<file path="src/rtl/riscv_mem_arbiter.sv">
// riscv_mem_arbiter: shares one RAM port between fetch and LSU with data priority and bounded fetch starvation
package riscv_mem_arbiter_pkg;
  typedef enum logic [1:0] {MASK_B = 2'd0, MASK_H = 2'd1, MASK_X = 2'd2} mask_sel_t;
endpackage

module riscv_mem_arbiter
  import riscv_mem_arbiter_pkg::*;
#(
  parameter int WORD_LENGTH  = 32,
  parameter int STARVE_LIMIT = 4
) (
  input  logic                   clk,
  input  logic                   rst_n,
  input  logic                   if_req,
  input  logic [WORD_LENGTH-1:0] if_addr,
  output logic                   if_gnt,
  output logic                   if_rvalid,
  output logic [WORD_LENGTH-1:0] if_rdata,
  output logic                   if_err,
  input  logic                   ls_req,
  input  logic [WORD_LENGTH-1:0] ls_addr,
  input  logic                   ls_we,
  input  logic [WORD_LENGTH-1:0] ls_wdata,
  input  mask_sel_t              ls_mask_sel,
  output logic                   ls_gnt,
  output logic                   ls_rvalid,
  output logic [WORD_LENGTH-1:0] ls_rdata,
  output logic                   ls_err,
  output logic [WORD_LENGTH-1:0] mem_addr,
  output logic                   mem_we,
  output logic [WORD_LENGTH-1:0] mem_wdata,
  output mask_sel_t              mem_mask_sel,
  input  logic [WORD_LENGTH-1:0] mem_rdata
);
  localparam logic [3:0] LIMIT = 4'(STARVE_LIMIT);
  logic [3:0] starve_cnt, starve_nxt;
  logic fetch_turn, if_mis, ls_mis;
  always_comb begin
    fetch_turn   = starve_cnt == LIMIT;
    ls_gnt       = rst_n & ls_req & (~if_req | ~fetch_turn);
    if_gnt       = rst_n & if_req & (~ls_req | fetch_turn);
    if_mis       = |if_addr[1:0];
    ls_mis       = (ls_mask_sel == MASK_H && ls_addr[0]) || (ls_mask_sel == MASK_X && |ls_addr[1:0]);
    starve_nxt   = (!if_req || if_gnt) ? 4'd0 :
                   ls_gnt ? (fetch_turn ? starve_cnt : starve_cnt + 4'd1) : starve_cnt;
    mem_addr     = if_gnt ? if_addr : ls_gnt ? ls_addr : '0;
    mem_we       = ls_gnt & ls_we & ~ls_mis;
    mem_wdata    = ls_gnt ? ls_wdata : '0;
    mem_mask_sel = ls_gnt ? ls_mask_sel : MASK_X;
  end
  // responses are rebuilt every cycle, so an idle cycle naturally clears rvalid
  always_ff @(posedge clk or negedge rst_n) begin
    if (!rst_n) begin
      starve_cnt <= '0;
      if_rvalid  <= 1'b0;
      if_rdata   <= '0;
      if_err     <= 1'b0;
      ls_rvalid  <= 1'b0;
      ls_rdata   <= '0;
      ls_err     <= 1'b0;
    end else begin
      starve_cnt <= starve_nxt;
      if_rvalid  <= if_gnt;
      if_rdata   <= (if_gnt && !if_mis) ? mem_rdata : '0;
      if_err     <= if_gnt & if_mis;
      ls_rvalid  <= ls_gnt;
      ls_rdata   <= (ls_gnt && !ls_we && !ls_mis) ? mem_rdata : '0;
      ls_err     <= ls_gnt & ls_mis;
    end
  end
endmodule

</file>
<file path="config.mk">
export PLATFORM = sky130hd
export DESIGN_NAME = riscv_mem_arbiter
export DESIGN_NICKNAME = d
export VERILOG_FILES = /design/src/rtl/riscv_mem_arbiter.sv
export SDC_FILE = /design/constraint.sdc
export NUM_CORES = 1
export LEC_CHECK = 0
export ABC_AREA = 1
export CORE_AREA = 2 2 107 109
export DETAILED_ROUTE_END_ITERATION = 7
export DIE_AREA = 0 0 109 111
export DONT_BUFFER_PORTS = 1
export MAX_ROUTING_LAYER = met4
export PLACE_DENSITY_LB_ADDON = 0.05
export SLEW_MARGIN = 15
export SYNTH_ARGS = -nofsm -noshare
export SYNTH_HDL_FRONTEND = slang
export SYNTH_SLANG_ARGS = --single-unit
export TNS_END_PERCENT = 10
</file>
<file path="constraint.sdc">
create_clock -name clk -period 2.19 [get_ports clk]
set_input_delay 0.5475 -clock clk [delete_from_list [all_inputs] [get_ports clk]]
set_output_delay 0.5475 -clock clk [all_outputs]
set_load 0.01 [all_outputs]
</file>
==> results of run 1 <==
## flip-flops by register name, indices dropped and copies added, names as in the netlist
register / count
if_err: 1
ls_rdata: 32
ls_err: 1
if_rvalid: 1
ls_rvalid: 1
if_rdata: 32
starve_cnt: 4
## critical path, cell delays in order, from the launching register on
cell     delay (ps)
dfrtp_1         390
inv_2            90
ha_4            130
nand4_1         170
nand2_4         190
inv_8            80
buf_12          150
nand2_1          80
nand2_2          80
## per-layer routing
layer | vias up | GRT usage (%)
li1 | 1171 | -
met1 | 1243 | 22.2
met2 | 147 | 31.5
met3 | 13 | 5.88
met4 | 0 | 8.21
met5 | - | -
## layout make-up
cell class | instances | area [um2] | share of cell area, %
flip-flops and latches | 72 | 1800 | 45.4
multi-input cells | 228 | 1150 | 29.1
inverters | 77 | 302 | 7.60
repair buffers | 19 | 263 | 6.63
clock buffers | 13 | 250 | 6.31
well taps | 143 | 179 | 4.51
clock inverters | 3 | 17.5 | 0.442
## through the flow
| step | cells | util (%) | worst slack (ps) | TNS (ps) |
|---|---|---|---|---|
| floorplan | 395 | - | 339 | 0 |
| global placement | 533 | 30.4 | 151 | 0 |
| detailed placement | 533 | 30.4 | 122 | 0 |
| CTS | 553 | 34.8 | -60.6 | -1640 |
| global route | 555 | 35.8 | -126 | -4480 |
| finish | 555 | 35.8 | -50.0 | -1170 |
## placed cells by master (no fill, tap or decap)
| cell | netlist | layout |
|---|---|---|
| inv_1 | 75 | 73 |
| dfrtp_1 | 72 | 72 |
| nand2_1 | 108 | 59 |
| nand2_2 | 1 | 49 |
| nor2_1 | 60 | 48 |
| nor3_1 | 33 | 32 |
| nor2_2 | 10 | 22 |
| clkbuf_16 | 0 | 11 |
| buf_4 | 3 | 10 |
| nand3_1 | 6 | 6 |
| clkbuf_1 | 0 | 3 |
| buf_12 | 0 | 3 |
| inv_2 | 1 | 2 |
| nand2_4 | 1 | 2 |
| a21oi_1 | 2 | 2 |
| clkinv_2 | 1 | 2 |
| buf_16 | 0 | 2 |
| buf_6 | 3 | 2 |
| o21ai_2 | 0 | 1 |
| nand4_1 | 1 | 1 |
| clkinv_4 | 0 | 1 |
| inv_8 | 0 | 1 |
| nor3_2 | 0 | 1 |
| and2_1 | 1 | 1 |
| xor2_1 | 1 | 1 |
| o22ai_1 | 1 | 1 |
| ha_4 | 0 | 1 |
| ha_1 | 2 | 1 |
| clkinvlp_4 | 0 | 1 |
| clkbuf_8 | 0 | 1 |
## kinds of logic (layout without fill, tap and decap cells)
logic type               after synthesis  after routing
AO/OA/AOI/OAI                          4              4
XOR/XNOR                               1              1
flip-flops                            72             72
buffers and inverters                 95            112
adder cells (fa/ha/maj)                2              2
AND/OR/NAND/NOR                      221            221
## final timing paths
kind                                        endpoint  slack, ps                      start
max                                     mem_addr[30]        -50  starve_cnt[0]$_DFFE_PN0P_
min                           if_rdata[26]$_DFF_PN0_        -90                      rst_n
max reg2reg                   if_rdata[14]$_DFF_PN0_        490  starve_cnt[0]$_DFFE_PN0P_
min reg2reg                starve_cnt[3]$_DFFE_PN0P_        560  starve_cnt[3]$_DFFE_PN0P_
max in group asynchronous           if_err$_DFF_PN0_       2170                      rst_n
min in group clk              if_rdata[25]$_DFF_PN0_        350              mem_rdata[25]
## timing repair
item / CTS / global route
pin swaps: 20 / 4
setup buffers: 2 / 0
endpoints found under the hold margin: 72 / 72
cloned: 2 / 2
endpoints found under the setup margin: 66 / 66
resized for setup: 59 / 20
## power by group
group	internal, uW	total (uW)	switching, uW
Sequential	1370	1400	30.9
Clock	794	1320	526
Combinational	130	373	244
Total	2290	3090	801
==> run metrics, run 1 <==
number of synthesized flops with an enable pin=0; H-tree depth=3; Worst Max-Slew Pin Slew=between 400 and 500 ps; violation count after the first detailed-route iteration=161; Post-Syn Nets=around 530; deepest clock path buffer count=2; share of cells above drive strength 1=a little over a quarter; #FFs+latches synth=between 70 and 80; Post-Syn Instances=roughly 400; Worst EP arrival=approximately 1700 ps; met3 routed WL=around 1000 um; sequential-to-total area share from yosys stat=around 57%; largest net degree at the start of global routing=76; Finish-stage setup viols=37; clock skew=approximately 4.5 ps; GPL Wtd Cong=approximately 0.83; die area=~0.012 mm2; Die X=109 um; fin worst setup slack=-50.0 ps; final worst-path cycle share=102%; Synth Area in Compound Gates=less than 1%; outcome=finished, violations left; mapped cell area=~0.0032 mm2; clock transition at the registers of the reported paths=50 ps; router iterations before antenna repair=5; diode count=0; Root Driver=clkbuf_16; maxcap violations=0; XOR/XNOR Fraction of Synth Area=0.275%; nets@finish=between 500 and 600; most instantiated library cell after synthesis=nand2_1; initial antenna violation count=0; RSZ-0062 raised after global routing=true; simple-gate share of the synthesized area=between 20% and 30%; vias per cell=between 4 and 5; final WL=approximately 12000 um; power per cell area=approximately 780 mW/mm2; Core Footprint=0.0111 mm2; overall routing resource usage=slightly below 20%; first-pass GRT wire length=around 16000 um; top_reg_cell synth=dfrtp_1; Final ANT Viol Nets=0; post-synthesis mux area share=0%; fill cell count=approximately 1200; cell taking the most area after synthesis=dfrtp_1; total power draw=~3000 uW; Critical Path RT=~1600 ps; IO Pins=272; starting density of the core=between 20% and 30%; Slew HR=between 60% and 70%; grt total ovfl=0; DRC viols=0; DR top layer=met4; vias in the first global route=2529; Area growth, synth to finish=24.6%; Routed WL per cell=~21 um; asr flop ratio synth=100%; Hold WS=-86.0 ps; Ys Warns=0; Die Ht=111 um; fin crit period=2240 ps; adder-cell share of the synthesized area=0.786%; f_max=about 450 MHz; main combinational cell family by area after synthesis=simple AND/OR/NAND/NOR gates; TritonCTS buffer count=9; via count=between 2000 and 3000; count of cell types in the netlist=21; commonest cells in the netlist=nand2_1 (108), inv_1 (75), dfrtp_1 (72); dpl hpwl=8510 um; Routed met1 length=~4300 um; routed wl met2=around 6000 um; Rows=39; IR Drop Worst-Case VDD=about 0.00035 V; TritonCTS clock tree=done; Cell Area, Placed=0.00337 mm2; share of the synthesized area in the top cell type=56.6%; Fin. Hold Viols=roughly 70; total leakage power=roughly 0.0022 uW; Worst Hold Class=input port to async pin; depth of the worst register-to-register path=9; clk sink count=just over 70; average cell area after synthesis=8.06 um2; Slew Limit Fails=0; IO Port Bufs=0; crit path capture type=primary output; Worst-Skew Late Latency=between 300 and 400 ps; largest cells by area after synthesis=dfrtp_1 (57%), nand2_1 (13%), inv_1 (8.8%), nor2_1 (7.1%), nor3_1 (5.2%); violated checks=hold timing, setup timing; CP Launch Type=flip-flop; highest fanout seen on the critical path=16; Finished Cell Area=around 0.0040 mm2; Crit Path Category=flip-flop to primary output
Power figures use the tool's default switching activity.
==> inputs of run 2 (changes only) <==
--- a/config.mk
+++ b/config.mk
@@ -5,13 +5,13 @@
 export SDC_FILE = /design/constraint.sdc
 export NUM_CORES = 1
 export LEC_CHECK = 0
-export ABC_AREA = 1
-export CORE_AREA = 2 2 107 109
+export CORE_AREA = 2 2 104 106
 export DETAILED_ROUTE_END_ITERATION = 7
-export DIE_AREA = 0 0 109 111
+export DIE_AREA = 0 0 106 108
 export DONT_BUFFER_PORTS = 1
 export MAX_ROUTING_LAYER = met4
 export PLACE_DENSITY_LB_ADDON = 0.05
+export REMOVE_ABC_BUFFERS = 1
 export SLEW_MARGIN = 15
 export SYNTH_ARGS = -nofsm -noshare
 export SYNTH_HDL_FRONTEND = slang
==> run metrics, run 2 <==
Cell Area, Placed=about 0.0034 mm2; crit path capture type=primary output; IO Pins=~270; R2R Setup Slk=340 ps; Root Driver=clkbuf_8; average cell area after synthesis=about 12 um2; Post-Syn Instances=262; Critical path origin=starve_cnt[1]$_DFFE_PN0P_; RR Startpoint=starve_cnt[1]$_DFFE_PN0P_; Finished Cell Area=~0.0040 mm2; IR Drop Worst-Case VDD=around 0.00028 V; Core Footprint=~0.01 mm2; starting density of the core=a little under a third; violated checks=hold timing, setup timing; most instantiated library cell after synthesis=dfrtp_1; slowest CP cell=dfrtp_1; fin worst setup slack=-253 ps; DRC viols=0; vias per cell=approximately 5.6; share of the synthesized area in the top cell type=between 50% and 60%; CP Launch Type=flip-flop; Slew HR=between 70% and 80%; count of cell types in the netlist=31; clock power share=a little under two fifths; fill cell count=just under 1000; depth of the worst register-to-register path=8; clock transition at the registers of the reported paths=about 80 ps; f_max=between 400 and 500 MHz; reg-to-reg critical path endpoint=ls_rdata[2]$_DFF_PN0_; number of synthesized flops with an enable pin=0; most frequent cells in the layout=dfrtp_1 (72), and3_1 (32), and4b_1 (23), and2_1 (20), a22o_4 (19); total leakage power=between 0.002 and 0.0025 uW; first-pass GRT wire length=~16000 um; violation count after the first detailed-route iteration=roughly 110; Rows=37; commonest non-fill, non-tap cell in the layout=dfrtp_1; Area growth, synth to finish=26.7%; maxcap violations=0; setup TNS=-15330 ps; clock skew=between 10 and 15 ps; asr flop ratio synth=100%; Crit Path Category=flip-flop to primary output; TritonCTS clock tree=done; diode count=0; overall routing resource usage=between 20% and 30%; largest net degree at the start of global routing=82; outcome=finished, violations left; sequential-to-total area share from yosys stat=between 50% and 60%; Final ANT Viol Nets=0; logic gate share of total power=between 10% and 20%; nets@finish=410; RSZ-0062 raised after global routing=true; Finish-stage setup viols=67; cell taking the most area after synthesis=dfrtp_1; H-tree depth=3; GPL Wtd Cong=approximately 0.82; final worst-path cycle share=112%; vias in the first global route=about 2200; final WL=approximately 12000 um; Largest regs=if_rdata (32), ls_rdata (32), starve_cnt (4); switching share of power=roughly a quarter; deepest clock path buffer count=2; Die X=106 um; highest fanout seen on the critical path=5; Worst EP arrival=roughly 1900 ps; fin crit period=approximately 2400 ps; Post-Place Cells=roughly 380; Worst-Skew Late Latency=350 ps; initial antenna violation count=0; NetSw=about 700 uW; router iterations before antenna repair=4; largest cells by area after synthesis=dfrtp_1 (56%), a22o_1 (8.8%), and4b_1 (7.2%), and2_1 (6.7%), and3_1 (6.3%); Setup WS pre-CTS=between 20 and 30 ps; Ys Warns=0; share of cells above drive strength 1=~34%; IO Port Bufs=0; worst-path cell chain=inv_2 > ha_4 > nand3b_4 > o211a_2 > buf_16 > a22o_4; Worst Hold Class=input port to async pin; TritonCTS buffer count=9; grt total ovfl=0; Routed WL per cell=between 20 and 30 um; clk sink count=72; commonest cells in the netlist=dfrtp_1 (72), and2_1 (34), a22o_1 (32), and3_1 (32), and4b_1 (23); #FFs+latches synth=72; dpl hpwl=8070 um; via count=2329; Critical Path RT=about 1600 ps; die area=~0.011 mm2; max incr delay on CP=approximately 410 ps; Hold WS=-113 ps; mapped cell area=around 0.0032 mm2; Die Ht=~110 um; Worst Max-Slew Pin Slew=354 ps; Int Pwr=around 2100 uW; Cell Count, Final, Fillers Out=slightly above 400; final core utilization=39.6%; power per cell area=approximately 700 mW/mm2; Critical Path Sink=mem_addr[4]; Fin. Hold Viols=a little over 70; top_reg_cell synth=dfrtp_1; Slew Limit Fails=0; Seq pwr share=~50%
-- run 2: cell types whose count changed after synthesis, moves of 15 or more --
cell / previous run / this run
clkbuf_1: 0 / 15
nor2_1: 60 / 1
nor3_1: 33 / 0
and2_1: 1 / 34
and4b_1: 0 / 23
inv_1: 75 / 4
and3_1: 0 / 32
a22o_1: 0 / 32
nand2_1: 108 / 3
-- run 2: worst min path at each step --
stage / slack, ps / depth (start not counted) / from / end
global placement: 250 / 0 / rst_n / if_rdata[12]$_DFF_PN0_
finish: -110 / 0 / rst_n / ls_rdata[3]$_DFF_PN0_
global route: -140 / 0 / rst_n / if_rdata[14]$_DFF_PN0_
CTS: -130 / 0 / rst_n / ls_rdata[12]$_DFF_PN0_
floorplan: 250 / 0 / rst_n / if_err$_DFF_PN0_
detailed placement: 250 / 0 / rst_n / ls_rdata[12]$_DFF_PN0_
-- run 2: worst max-delay path, delay by kind of cell (launching register included) --
kind | cells | cell delay [ps]
fa+ha+maj | 1 | 150
buf+inv | 2 | 260
flops | 1 | 410
simple gates | 1 | 110
compound gates | 2 | 610
-- run 2: final cells by class --
type                    count  area, um2  area share (%)
clock buffers              11        141            3.49
inverters                   4       15.0           0.371
repair buffers             27        369            9.12
flip-flops and latches     72       1800            44.5
clock inverters             5       56.3            1.39
multi-input cells         159       1490            36.9
well taps                 136        170            4.21
-- run 2: power by group through the flow --
stage / sequential [uW] / combinational (uW) / clock (uW)
CTS: 1380 / 305 / 1090
detailed placement: 1400 / 249 / 0
global placement: 1400 / 246 / 0
global route: 1380 / 364 / 1140
finish: 1380 / 345 / 1050
floorplan: 1400 / 162 / 0
-- run 2: through the flow --
stage                     hold slack [ps]  total power [uW]
after global placement                254              1650
after floorplan                       252              1560
final                                -113              2770
after detailed placement              254              1650
after CTS                            -132              2770
after global routing                 -139              2880
-- run 2: kinds of logic after synthesis --
group / synth area share (%)
AOI/OAI and AO/OA: 10.7
adders and majority gates: 0.784
DFF: 56.4
and+or+nand+nor: 26.8
buffers and inverters: 5.29
-- run 2: what timing repair did --
| action | CTS | global route |
|---|---|---|
| resized for setup | 30 | 15 |
| pin swaps | 20 | 11 |
| hold endpoints to repair | 72 | 72 |
| endpoints found under the setup margin | 69 | 68 |
| cloned | 3 | 4 |
| buffers inserted | 5 | 4 |
-- run 2: routing by layer --
layer / vias up / share of wire, % / GRT usage, %
li1: 982 / - / -
met1: 1195 / 43 / 27.0
met2: 139 / 49 / 30.3
met3: 13 / 6.9 / 4.16
met4: 0 / 1.3 / 6.48
met5: - / 0 / -
